<file path="src/rtl/countdown_pkg.sv">
// ----------------------------------------------------------------------------
// countdown_pkg
// Shared definitions for the six-digit BCD countdown timer (MM:SS.hh):
//   - state_e      : controller states
//   - digit maxima : units digits wrap to 9, tens-of-seconds/minutes to 5
//   - BTN_EDGE     : button-history pattern that marks a fresh press
//   - SEG_*        : active-low seven-segment glyphs {g,f,e,d,c,b,a}
//   - seg7()       : BCD digit to glyph decode
//   - clamp_digit(): saturates an out-of-range preset digit
//   - digit_max()  : wrap value for a given digit position (0 = hundredths)
// ----------------------------------------------------------------------------
package countdown_pkg;

    typedef enum logic [1:0] {
        IDLE,
        RUN,
        PAUSE,
        EXPIRED
    } state_e;

    localparam logic [3:0] UNITS_MAX = 4'd9;
    localparam logic [3:0] TENS_MAX  = 4'd5;

    // Two older samples low, two newest high: exactly one pulse per press.
    localparam logic [3:0] BTN_EDGE = 4'b0011;

    localparam logic [6:0] SEG_0     = 7'b1000000;
    localparam logic [6:0] SEG_1     = 7'b1111001;
    localparam logic [6:0] SEG_2     = 7'b0100100;
    localparam logic [6:0] SEG_3     = 7'b0110000;
    localparam logic [6:0] SEG_4     = 7'b0011001;
    localparam logic [6:0] SEG_5     = 7'b0010010;
    localparam logic [6:0] SEG_6     = 7'b0000010;
    localparam logic [6:0] SEG_7     = 7'b1111000;
    localparam logic [6:0] SEG_8     = 7'b0000000;
    localparam logic [6:0] SEG_9     = 7'b0010000;
    localparam logic [6:0] SEG_BLANK = 7'h7F;

    function automatic logic [6:0] seg7(input logic [3:0] d);
        case (d)
            4'd0:    seg7 = SEG_0;
            4'd1:    seg7 = SEG_1;
            4'd2:    seg7 = SEG_2;
            4'd3:    seg7 = SEG_3;
            4'd4:    seg7 = SEG_4;
            4'd5:    seg7 = SEG_5;
            4'd6:    seg7 = SEG_6;
            4'd7:    seg7 = SEG_7;
            4'd8:    seg7 = SEG_8;
            4'd9:    seg7 = SEG_9;
            default: seg7 = SEG_BLANK;
        endcase
    endfunction

    function automatic logic [3:0] clamp_digit(input logic [3:0] d, input logic [3:0] max);
        clamp_digit = (d > max) ? max : d;
    endfunction

    // Digit 3 (tens of seconds) and digit 5 (tens of minutes) are base-6.
    function automatic logic [3:0] digit_max(input int idx);
        digit_max = (idx == 3 || idx == 5) ? TENS_MAX : UNITS_MAX;
    endfunction

endpackage

</file>
<file path="src/rtl/countdown_tick_gen.sv">
// ----------------------------------------------------------------------------
// countdown_tick_gen
// Free-running divider producing a one-cycle tick every CLKS_PER_TICK clocks.
// Paces the hundredths decrement and, in the blink build, the blink timer.
//   clk   in  system clock
//   rst_n in  asynchronous active-low reset
//   clr   in  restart the divider so the next tick is CLKS_PER_TICK cycles away
//   tick  out high for one cycle at terminal count
// ----------------------------------------------------------------------------
module countdown_tick_gen #(
    parameter int unsigned CLKS_PER_TICK = 500000
) (
    input  logic clk,
    input  logic rst_n,
    input  logic clr,
    output logic tick
);

    localparam int W = (CLKS_PER_TICK > 1) ? $clog2(CLKS_PER_TICK) : 1;

    logic [W-1:0] cnt_q;

    assign tick = (cnt_q == W'(CLKS_PER_TICK - 1));

    // NOTE: registers are updated with non-blocking assignments so every
    // flop samples the pre-edge values of the others, like real hardware.
    always_ff @(posedge clk or negedge rst_n) begin
        if (!rst_n) begin
            cnt_q <= '0;
        end else if (clr || tick) begin
            cnt_q <= '0;
        end else begin
            cnt_q <= cnt_q + W'(1);
        end
    end

endmodule

</file>
<file path="src/rtl/countdown_timer.sv">
// ----------------------------------------------------------------------------
// countdown_timer
// Six-digit BCD countdown timer MM:SS.hh (max 59:59.99) with start/pause and
// preset-load buttons, alarm at zero, six active-low seven-segment outputs.
//   clk, rst_n             clock, asynchronous active-low reset
//   start, load            raw buttons, active high
//   preset_min, preset_sec BCD presets {tens, units}, clamped to 59 on load
//   HEX0..HEX5             segments {g,f,e,d,c,b,a}; HEX0 = hundredths units
//   alarm                  high while EXPIRED
//   running                high while RUN
// Build option: define COUNTDOWN_BLINK_EN to blink the display while expired
// (toggles every BLINK_TICKS ticks); otherwise the display is steady.
// ----------------------------------------------------------------------------
module countdown_timer #(
    parameter int unsigned CLKS_PER_TICK = 500000
`ifdef COUNTDOWN_BLINK_EN
    , parameter int unsigned BLINK_TICKS = 25
`endif
) (
    input  logic       clk,
    input  logic       rst_n,
    input  logic       start,
    input  logic       load,
    input  logic [7:0] preset_min,
    input  logic [7:0] preset_sec,
    output logic [6:0] HEX0,
    output logic [6:0] HEX1,
    output logic [6:0] HEX2,
    output logic [6:0] HEX3,
    output logic [6:0] HEX4,
    output logic [6:0] HEX5,
    output logic       alarm,
    output logic       running
);

    import countdown_pkg::*;

    state_e          state_q;
    logic [5:0][3:0] dig_q;
    logic [3:0]      start_sr_q;
    logic [3:0]      load_sr_q;

    logic            start_evt;
    logic            load_evt;
    logic            tick;
    logic            enter_run;
    logic            count_zero;
    logic            count_one;
    logic            show_blank;
    logic [5:0][3:0] dig_dec_d;
    logic [5:0][3:0] dig_preset_d;

    assign start_evt  = (start_sr_q == BTN_EDGE);
    assign load_evt   = (load_sr_q == BTN_EDGE);
    assign count_zero = (dig_q == 24'h000000);
    assign count_one  = (dig_q == 24'h000001);

    // Load outranks start, so a start only enters RUN when no load is acting.
    assign enter_run = start_evt && !load_evt &&
                       ((state_q == IDLE && !count_zero) || state_q == PAUSE);

    assign dig_preset_d = {clamp_digit(preset_min[7:4], TENS_MAX),
                           clamp_digit(preset_min[3:0], UNITS_MAX),
                           clamp_digit(preset_sec[7:4], TENS_MAX),
                           clamp_digit(preset_sec[3:0], UNITS_MAX),
                           4'd0, 4'd0};

    // Ripple-borrow decrement from the hundredths digit upwards.
    always_comb begin : dec_chain
        logic borrow;
        // NOTE: every combinational output is given a default before any
        // conditional assignment, so no path can leave it unassigned (latch).
        dig_dec_d = dig_q;
        borrow    = 1'b1;
        for (int i = 0; i < 6; i++) begin
            if (borrow) begin
                if (dig_q[i] == 4'd0) begin
                    dig_dec_d[i] = digit_max(i);
                end else begin
                    dig_dec_d[i] = dig_q[i] - 4'd1;
                    borrow       = 1'b0;
                end
            end
        end
    end

    countdown_tick_gen #(
        .CLKS_PER_TICK(CLKS_PER_TICK)
    ) u_tick_gen (
        .clk  (clk),
        .rst_n(rst_n),
        .clr  (enter_run),
        .tick (tick)
    );

    // Reset to all-ones so a button held through reset never looks like a press.
    always_ff @(posedge clk or negedge rst_n) begin
        if (!rst_n) begin
            start_sr_q <= 4'hF;
            load_sr_q  <= 4'hF;
        end else begin
            start_sr_q <= {start_sr_q[2:0], start};
            load_sr_q  <= {load_sr_q[2:0], load};
        end
    end

    always_ff @(posedge clk or negedge rst_n) begin
        if (!rst_n) begin
            state_q <= IDLE;
            dig_q   <= '0;
        end else if (load_evt && state_q != RUN) begin
            state_q <= IDLE;
            dig_q   <= dig_preset_d;
        end else if (start_evt) begin
            case (state_q)
                IDLE:    if (!count_zero) state_q <= RUN;
                RUN:     state_q <= PAUSE;
                PAUSE:   state_q <= RUN;
                EXPIRED: state_q <= IDLE;
                default: state_q <= IDLE;
            endcase
        end else if (state_q == RUN && tick) begin
            // Decrementing 00:00.01 yields exactly zero, so only the state
            // needs special handling on the final tick.
            dig_q <= dig_dec_d;
            if (count_one) begin
                state_q <= EXPIRED;
            end
        end
    end

`ifdef COUNTDOWN_BLINK_EN
    localparam int BW = (BLINK_TICKS > 1) ? $clog2(BLINK_TICKS) : 1;

    logic [BW-1:0] blink_cnt_q;
    logic          blank_q;

    // Digits visible on entry; the phase restarts each time EXPIRED is entered.
    always_ff @(posedge clk or negedge rst_n) begin
        if (!rst_n) begin
            blink_cnt_q <= '0;
            blank_q     <= 1'b0;
        end else if (state_q != EXPIRED) begin
            blink_cnt_q <= '0;
            blank_q     <= 1'b0;
        end else if (tick) begin
            if (blink_cnt_q == BW'(BLINK_TICKS - 1)) begin
                blink_cnt_q <= '0;
                blank_q     <= ~blank_q;
            end else begin
                blink_cnt_q <= blink_cnt_q + BW'(1);
            end
        end
    end

    assign show_blank = blank_q;
`else
    assign show_blank = 1'b0;
`endif

    assign HEX0 = show_blank ? SEG_BLANK : seg7(dig_q[0]);
    assign HEX1 = show_blank ? SEG_BLANK : seg7(dig_q[1]);
    assign HEX2 = show_blank ? SEG_BLANK : seg7(dig_q[2]);
    assign HEX3 = show_blank ? SEG_BLANK : seg7(dig_q[3]);
    assign HEX4 = show_blank ? SEG_BLANK : seg7(dig_q[4]);
    assign HEX5 = show_blank ? SEG_BLANK : seg7(dig_q[5]);

    assign alarm   = (state_q == EXPIRED);
    assign running = (state_q == RUN);

endmodule

</file>
<file path="config.mk">
export PLATFORM = sky130hd
export DESIGN_NAME = countdown_timer
export DESIGN_NICKNAME = d
export VERILOG_FILES = /design/src/rtl/countdown_pkg.sv /design/src/rtl/countdown_tick_gen.sv /design/src/rtl/countdown_timer.sv
export SDC_FILE = /design/constraint.sdc
export NUM_CORES = 1
export LEC_CHECK = 0
export BUFFER_PORTS_ARGS = -buffer_cell sky130_fd_sc_hd__buf_2
export CORE_MARGIN = 2
export CORE_UTILIZATION = 50
export CTS_CLUSTER_SIZE = 16
export DETAILED_ROUTE_END_ITERATION = 10
export PLACE_DENSITY = 0.72
export SLEW_MARGIN = 20
export SYNTH_ARGS = -nofsm -noshare
export SYNTH_HDL_FRONTEND = slang
export SYNTH_SLANG_ARGS = --single-unit
</file>
<file path="constraint.sdc">
create_clock -name clk -period 3.3 [get_ports clk]
set_input_delay 0.33 -clock clk [delete_from_list [all_inputs] [get_ports clk]]
set_output_delay 0.33 -clock clk [all_outputs]
set_load 0.02 [all_outputs]
</file>
* Word-level counts from Yosys, hierarchy flattened
Memory sizes are Yosys's and may differ from the RTL's.
Cells that the tools add are included.
** Storage, ports and cells
- Register bits :: 53
- Bits in read-only memories :: 672
- Bits of input ports :: 20
- Output and inout bits :: 44
- Logic and storage cells :: 103
- Memories :: 6
** Memory list
- (name not given) :: depth 16, bits a word 7, rd ports 1, clocked after memory_dff 0, write ports 0, RTL line countdown_pkg.sv:40 : case (d)
- (name not given) :: depth 16, bits a word 7, rd ports 1, clocked after memory_dff 0, write ports 0, RTL line countdown_pkg.sv:40
- (name not given) :: depth 16, bits a word 7, rd ports 1, clocked after memory_dff 0, write ports 0, RTL line countdown_pkg.sv:40
- (name not given) :: depth 16, bits a word 7, rd ports 1, clocked after memory_dff 0, write ports 0, RTL line countdown_pkg.sv:40
- (name not given) :: depth 16, bits a word 7, rd ports 1, clocked after memory_dff 0, write ports 0, RTL line countdown_pkg.sv:40
- (name not given) :: depth 16, bits a word 7, rd ports 1, clocked after memory_dff 0, write ports 0, RTL line countdown_pkg.sv:40
** Cells by class
- Add/sub/neg operators :: 7
- Magnitude comparators :: 4
- Equal/unequal tests :: 10
- Muxes and demuxes :: 34
- Reduce and logical (&&, ||, !) cells :: 32
** Operator list (number)
- $mux 24 :: 3
- $mux 4 :: 15
- $eq 24x1->1 const B :: 1
- $logic_not 24->1 :: 1
- $logic_not 4->1 :: 6
- $sub 4x1->4 const B :: 6
- $add 19x1->19 const B :: 1
- $eq 19x19->1 const B :: 1
- $mux 19 :: 1
- $reduce_and 3->1 :: 6
- $reduce_bool 2->1 :: 6
- $mux 2 :: 5
- $mux 1 :: 9
- $eq 4x2->1 const B :: 2
- $gt 4x3->1 const B :: 2
- $gt 4x4->1 const B :: 2
- $pmux 2 s4 :: 1
- $reduce_bool 3->1 :: 2
- $logic_and 1x1->1 :: 5
- $eq 2x2->1 const B :: 2
- $ne 2x1->1 const B :: 2
- $ne 4x3->1 const B :: 1
- $eq 2x1->1 const B :: 1
- $logic_not 1->1 :: 2
- other kinds (3) :: 4

* Depth between registers and ports, before layout
- Depth in word-level cells :: 10
- Mapped depth :: 10
- Mapped depth without buffers :: 7

* By module
From an unflattened synthesis, not the netlist that was laid out.
** Unflattened totals
- Cell total of the unflattened synthesis :: 478
- Area, all modules :: 3956.3 um^2
** Modules (own cells, without submodules)
- countdown_timer :: instances 1, cells an instance 376, area each 2976.6 um^2, sequential area each 860.8 um^2
- countdown_tick_gen :: instances 1, cells an instance 102, area each 979.7 um^2, sequential area each 475.5 um^2

* Least setup slack after synthesis
OpenSTA, ideal clock, no wires.
- Kind :: register to register
- Start point :: register dig_q[9] (netlist name)
- End point :: register dig_q[20] (netlist name)
- Library setup time :: 0.137 ns
- Data arrival time :: 2.248 ns
- Required time :: 3.163 ns
- Setup slack :: 0.914 ns
- Stages on the path, launching flop included :: 9
- Buffers on the path :: 1
- Clock period less this slack :: 2.386 ns
- Cell sequence :: dfrtp_1 -> inv_1 -> ha_1 -> or3b_4 -> buf_6 -> or3_4 -> nor4_4 -> and4_2 -> nor3_1
** Between the ends
- Longest elaborated chain between the ends :: 7
** RTL lines
- start: declaration :: RTL line countdown_timer.sv:39 : logic [5:0][3:0] dig_q;
- start signal: assignment :: RTL line countdown_timer.sv:113 : dig_q <= dig_preset_d;
- start signal: assignment :: RTL line countdown_timer.sv:125 : dig_q <= dig_dec_d;
- $logic_not 4->1 :: RTL line countdown_timer.sv:77 : if (dig_q[i] == 4'd0) begin
- $mux 1 :: RTL line countdown_timer.sv:77
- $mux 1 (3 in a row) :: RTL line countdown_timer.sv:76 : if (borrow) begin
- $reduce_bool 2->1 (no source line)
- $reduce_and 3->1 (no source line)
No other way between the ends.
A chain may end at the register's enable or synchronous reset.

* Final worst setup path
- Start point :: register dig_q[1] (netlist name)
- End point :: register u_tick_gen.cnt_q[17]
** Between the ends
- Longest elaborated chain between the ends :: 7
** RTL lines
- $logic_not 24->1 :: RTL line countdown_timer.sv:55 : assign count_zero = (dig_q == 24'h000000);
- $logic_not 1->1
- $logic_and 1x1->1 :: RTL line countdown_timer.sv:60 : ((state_q == IDLE && !count_zero) || state_q == PAUSE);
- $logic_or 1x1->1 :: RTL line countdown_timer.sv:60
- $logic_and 1x1->1 :: RTL line countdown_timer.sv:59 : assign enter_run = start_evt && !load_evt &&
- $logic_or 1x1->1 :: RTL line countdown_tick_gen.sv:30 : end else if (clr || tick) begin
- $mux 19 :: RTL line countdown_tick_gen.sv:30
- end signal: assignment :: RTL line countdown_tick_gen.sv:33 : cnt_q <= cnt_q + W'(1);
- end: declaration :: RTL line countdown_tick_gen.sv:21 : logic [W-1:0] cnt_q;
No other way between the ends.

==> results.sh <==
export IMPL_outcome="completed"
export IMPL_numCtsBuffers=5
export IMPL_grt_pass1_wl_um=15030
export IMPL_rsz0062_at_grt="no"
export IMPL_insertion_delay_ns=0.32
export IMPL_cts_tree="built"
export IMPL_ys_types=57
export IMPL_hold_path_class="in2async"
export IMPL_finish_instance_area_sq_um=4368
export IMPL_hold_buffers=0
export IMPL_cts_root_buf="clkbuf_8"
export IMPL_power_density_nw_per_um2=519.6
export IMPL_ys_flop_type="dfrtp_1"
export IMPL_initial_core_util=0.5087
export IMPL_drt_wl_total_um=8743
export IMPL_ys_ff_latch=53
export IMPL_htree_num_levels=2
export IMPL_yosysSeqAreaShare=0.3453
export IMPL_layout_commonest_cell="nor2_1"
export IMPL_ir_drop_mv=0.3814
export IMPL_vias_per_cell=5.657
export IMPL_drt_first_iter_violations=223
export IMPL_fin_crit_ns=2.787
export IMPL_drive_gt1_frac=0.2042
export IMPL_crit_fanout=19
export IMPL_p_total_mw=2.270
export IMPL_crit_required_ns=3.54
export IMPL_n_antenna_cell=0
export IMPL_grt_total_usage=0.2133
export IMPL_cts_sinks=53
export IMPL_cp_end_kind="flip-flop"
export IMPL_pre_cts_ws_ns=0.5168
export IMPL_fp_dieH_um=91.98
export IMPL_hold_viol=0
export IMPL_setup_viol=0
export IMPL_antenna_violating_nets_post_route=0
export IMPL_startpoint="dig_q[1]"
export IMPL_grt_remaining_overflow=0
export IMPL_fin_skew_ns=0.008393
export IMPL_post_cts_setup_buffers=0
export IMPL_placed_cell_area_sq_um=4272
export IMPL_drcViolationCount=0
export IMPL_io_buffer_count=63
export IMPL_crit_arrival_ns=3.03
export IMPL_syn_inst=465
export IMPL_syn_cell_area_sq_um=3870
export IMPL_grt_antenna_before_repair=0
export IMPL_final_util=0.5742
export IMPL_fin_ws_ns=0.5132
export IMPL_fin_nets=575
export IMPL_first_pass_iters=5
export IMPL_fmax_mhz=358.8
export IMPL_rows=32
export IMPL_syn_to_final_growth_pct=12.87
export IMPL_syn_nets=517
export IMPL_timing_rr_start="dig_q[1]"
export IMPL_final_cell_mix="nor2_1 (67), buf_2 (62), dfrtp_1 (45)"
export IMPL_dieArea_sq_um=8459
export IMPL_slew_headroom=0.4032
export IMPL_grt_max_degree=51
export IMPL_fill_cells=714
export IMPL_core_area_sq_um=7607
export IMPL_max_cap_violations=0
export IMPL_path_class="reg2reg"
export IMPL_worst_pin_slew_ns=0.8831
export IMPL_async_flop_share=1.000
export IMPL_ios=64
export IMPL_slew_violations=0
export IMPL_clock_path_buffers=2
export IMPL_r2r_setup_slack_ns=0.51
export IMPL_p_leak_nw=2.042
export IMPL_dieWidth_um=91.98
export IMPL_gp_congestion=0.8290
export IMPL_synth_edf_count=0
export IMPL_reg2reg_to="u_tick_gen.cnt_q[17]"
export IMPL_setup_tns_ns=0
export IMPL_avgSynthCellArea_sq_um=8.322
export IMPL_cts_resized=0
export IMPL_start_kind="flip-flop"
export IMPL_clkTransAtPathRegs_ns=0.10
export IMPL_dpl_hpwl_um=6467
export IMPL_synth_warnings=0
export IMPL_period_share=0.8445
export IMPL_vias=3541
export IMPL_ff2ff_path_depth=7
export IMPL_wire_per_inst_um=13.97
export IMPL_grt_pass1_vias=3219
==> worst max-delay path: stages (launching register included) <==
cell,delay [ns]
dfrtp_1,0.45
inv_1,0.15
ha_1,0.27
or3b_1,0.50
nor4_4,0.48
a21oi_1,0.14
nand2b_1,0.48
nor2_1,0.23
==> power by group <==
group | total (mW) | switching (mW) | internal, mW
logic | 0.982 | 0.603 | 0.379
registers | 0.903 | 0.154 | 0.749
clock network | 0.384 | 0.230 | 0.154
==> registers in the layout (all words and copies together) (netlist names) <==
signal / flops
dig_q: 24
u_tick_gen.cnt_q: 19
start_sr_q: 4
load_sr_q: 4
state_q: 2
==> how the worst max path moves through the flow <==
stage                     slack [ns]                   end  cells past startpoint
after floorplan                 0.91             dig_q[20]                      8
after global placement          0.63  u_tick_gen.cnt_q[16]                      7
after detailed placement        0.52   u_tick_gen.cnt_q[5]                      7
after CTS                       0.51  u_tick_gen.cnt_q[17]                      7
after global routing            0.22             dig_q[14]                      7
final                           0.51  u_tick_gen.cnt_q[17]                      7
==> stage by stage <==
step	hold WS, ns	cells
after floorplan	0.03441	465
after global placement	0.3523	618
after detailed placement	0.3554	618
after CTS	0.09469	626
after global routing	0.05894	626
final	0.01936	626
==> per-layer routing <==
layer  track usage  vias up  share of wire  wire, um
li1              -     1766              -         -
met1        0.2997     1688           0.47      4117
met2        0.3493       80           0.48      4196
met3       0.02876        7          0.041       355
met4       0.05473        0         0.0083        73
met5             0        -              0         0
==> Yosys cell counts (all sizes together) (6+ instances only) <==
master	n	area [sq um]
nand2	35	131.4
or3b	7	66.32
a31oi	12	75.07
nor2	67	251.5
or3	9	62.56
o21ai	25	125.1
nand4	8	50.05
inv	26	97.59
dfstp	8	210.2
or2	6	37.54
nand3	18	90.09
clkbuf	9	33.78
xor2	14	122.6
buf	10	60.06
o211ai	6	45.04
a211oi	6	45.04
dfrtp	45	1126
ha	32	400.4
a21oi	41	205.2
xnor2	8	70.07
nor3	20	116.4
==> kinds of logic (layout without fill, tap and decap cells) <==
group	count (synthesis)	count (layout)	synth area share
flip-flops	53	53	0.3453
XOR/XNOR	22	22	0.04979
buffers and inverters	46	105	0.05043
AND/OR/NAND/NOR	203	203	0.2813
adder cells (fa/ha/maj)	32	32	0.1035
AO/OA/AOI/OAI	105	105	0.1594
multiplexers	4	4	0.01035
==> final cells by class <==
cell class / count / area, sq um / area share
timing repair buffer: 70 / 370.4 / 0.08479
clock buffer: 5 / 68.82 / 0.01575
tap: 102 / 127.6 / 0.02922
sequential: 53 / 1336 / 0.3059
clock inverter: 3 / 25.02 / 0.005729
inverter: 27 / 101.3 / 0.02320
multi-input combinational: 366 / 2338 / 0.5354
Power figures use the tool's default switching activity.
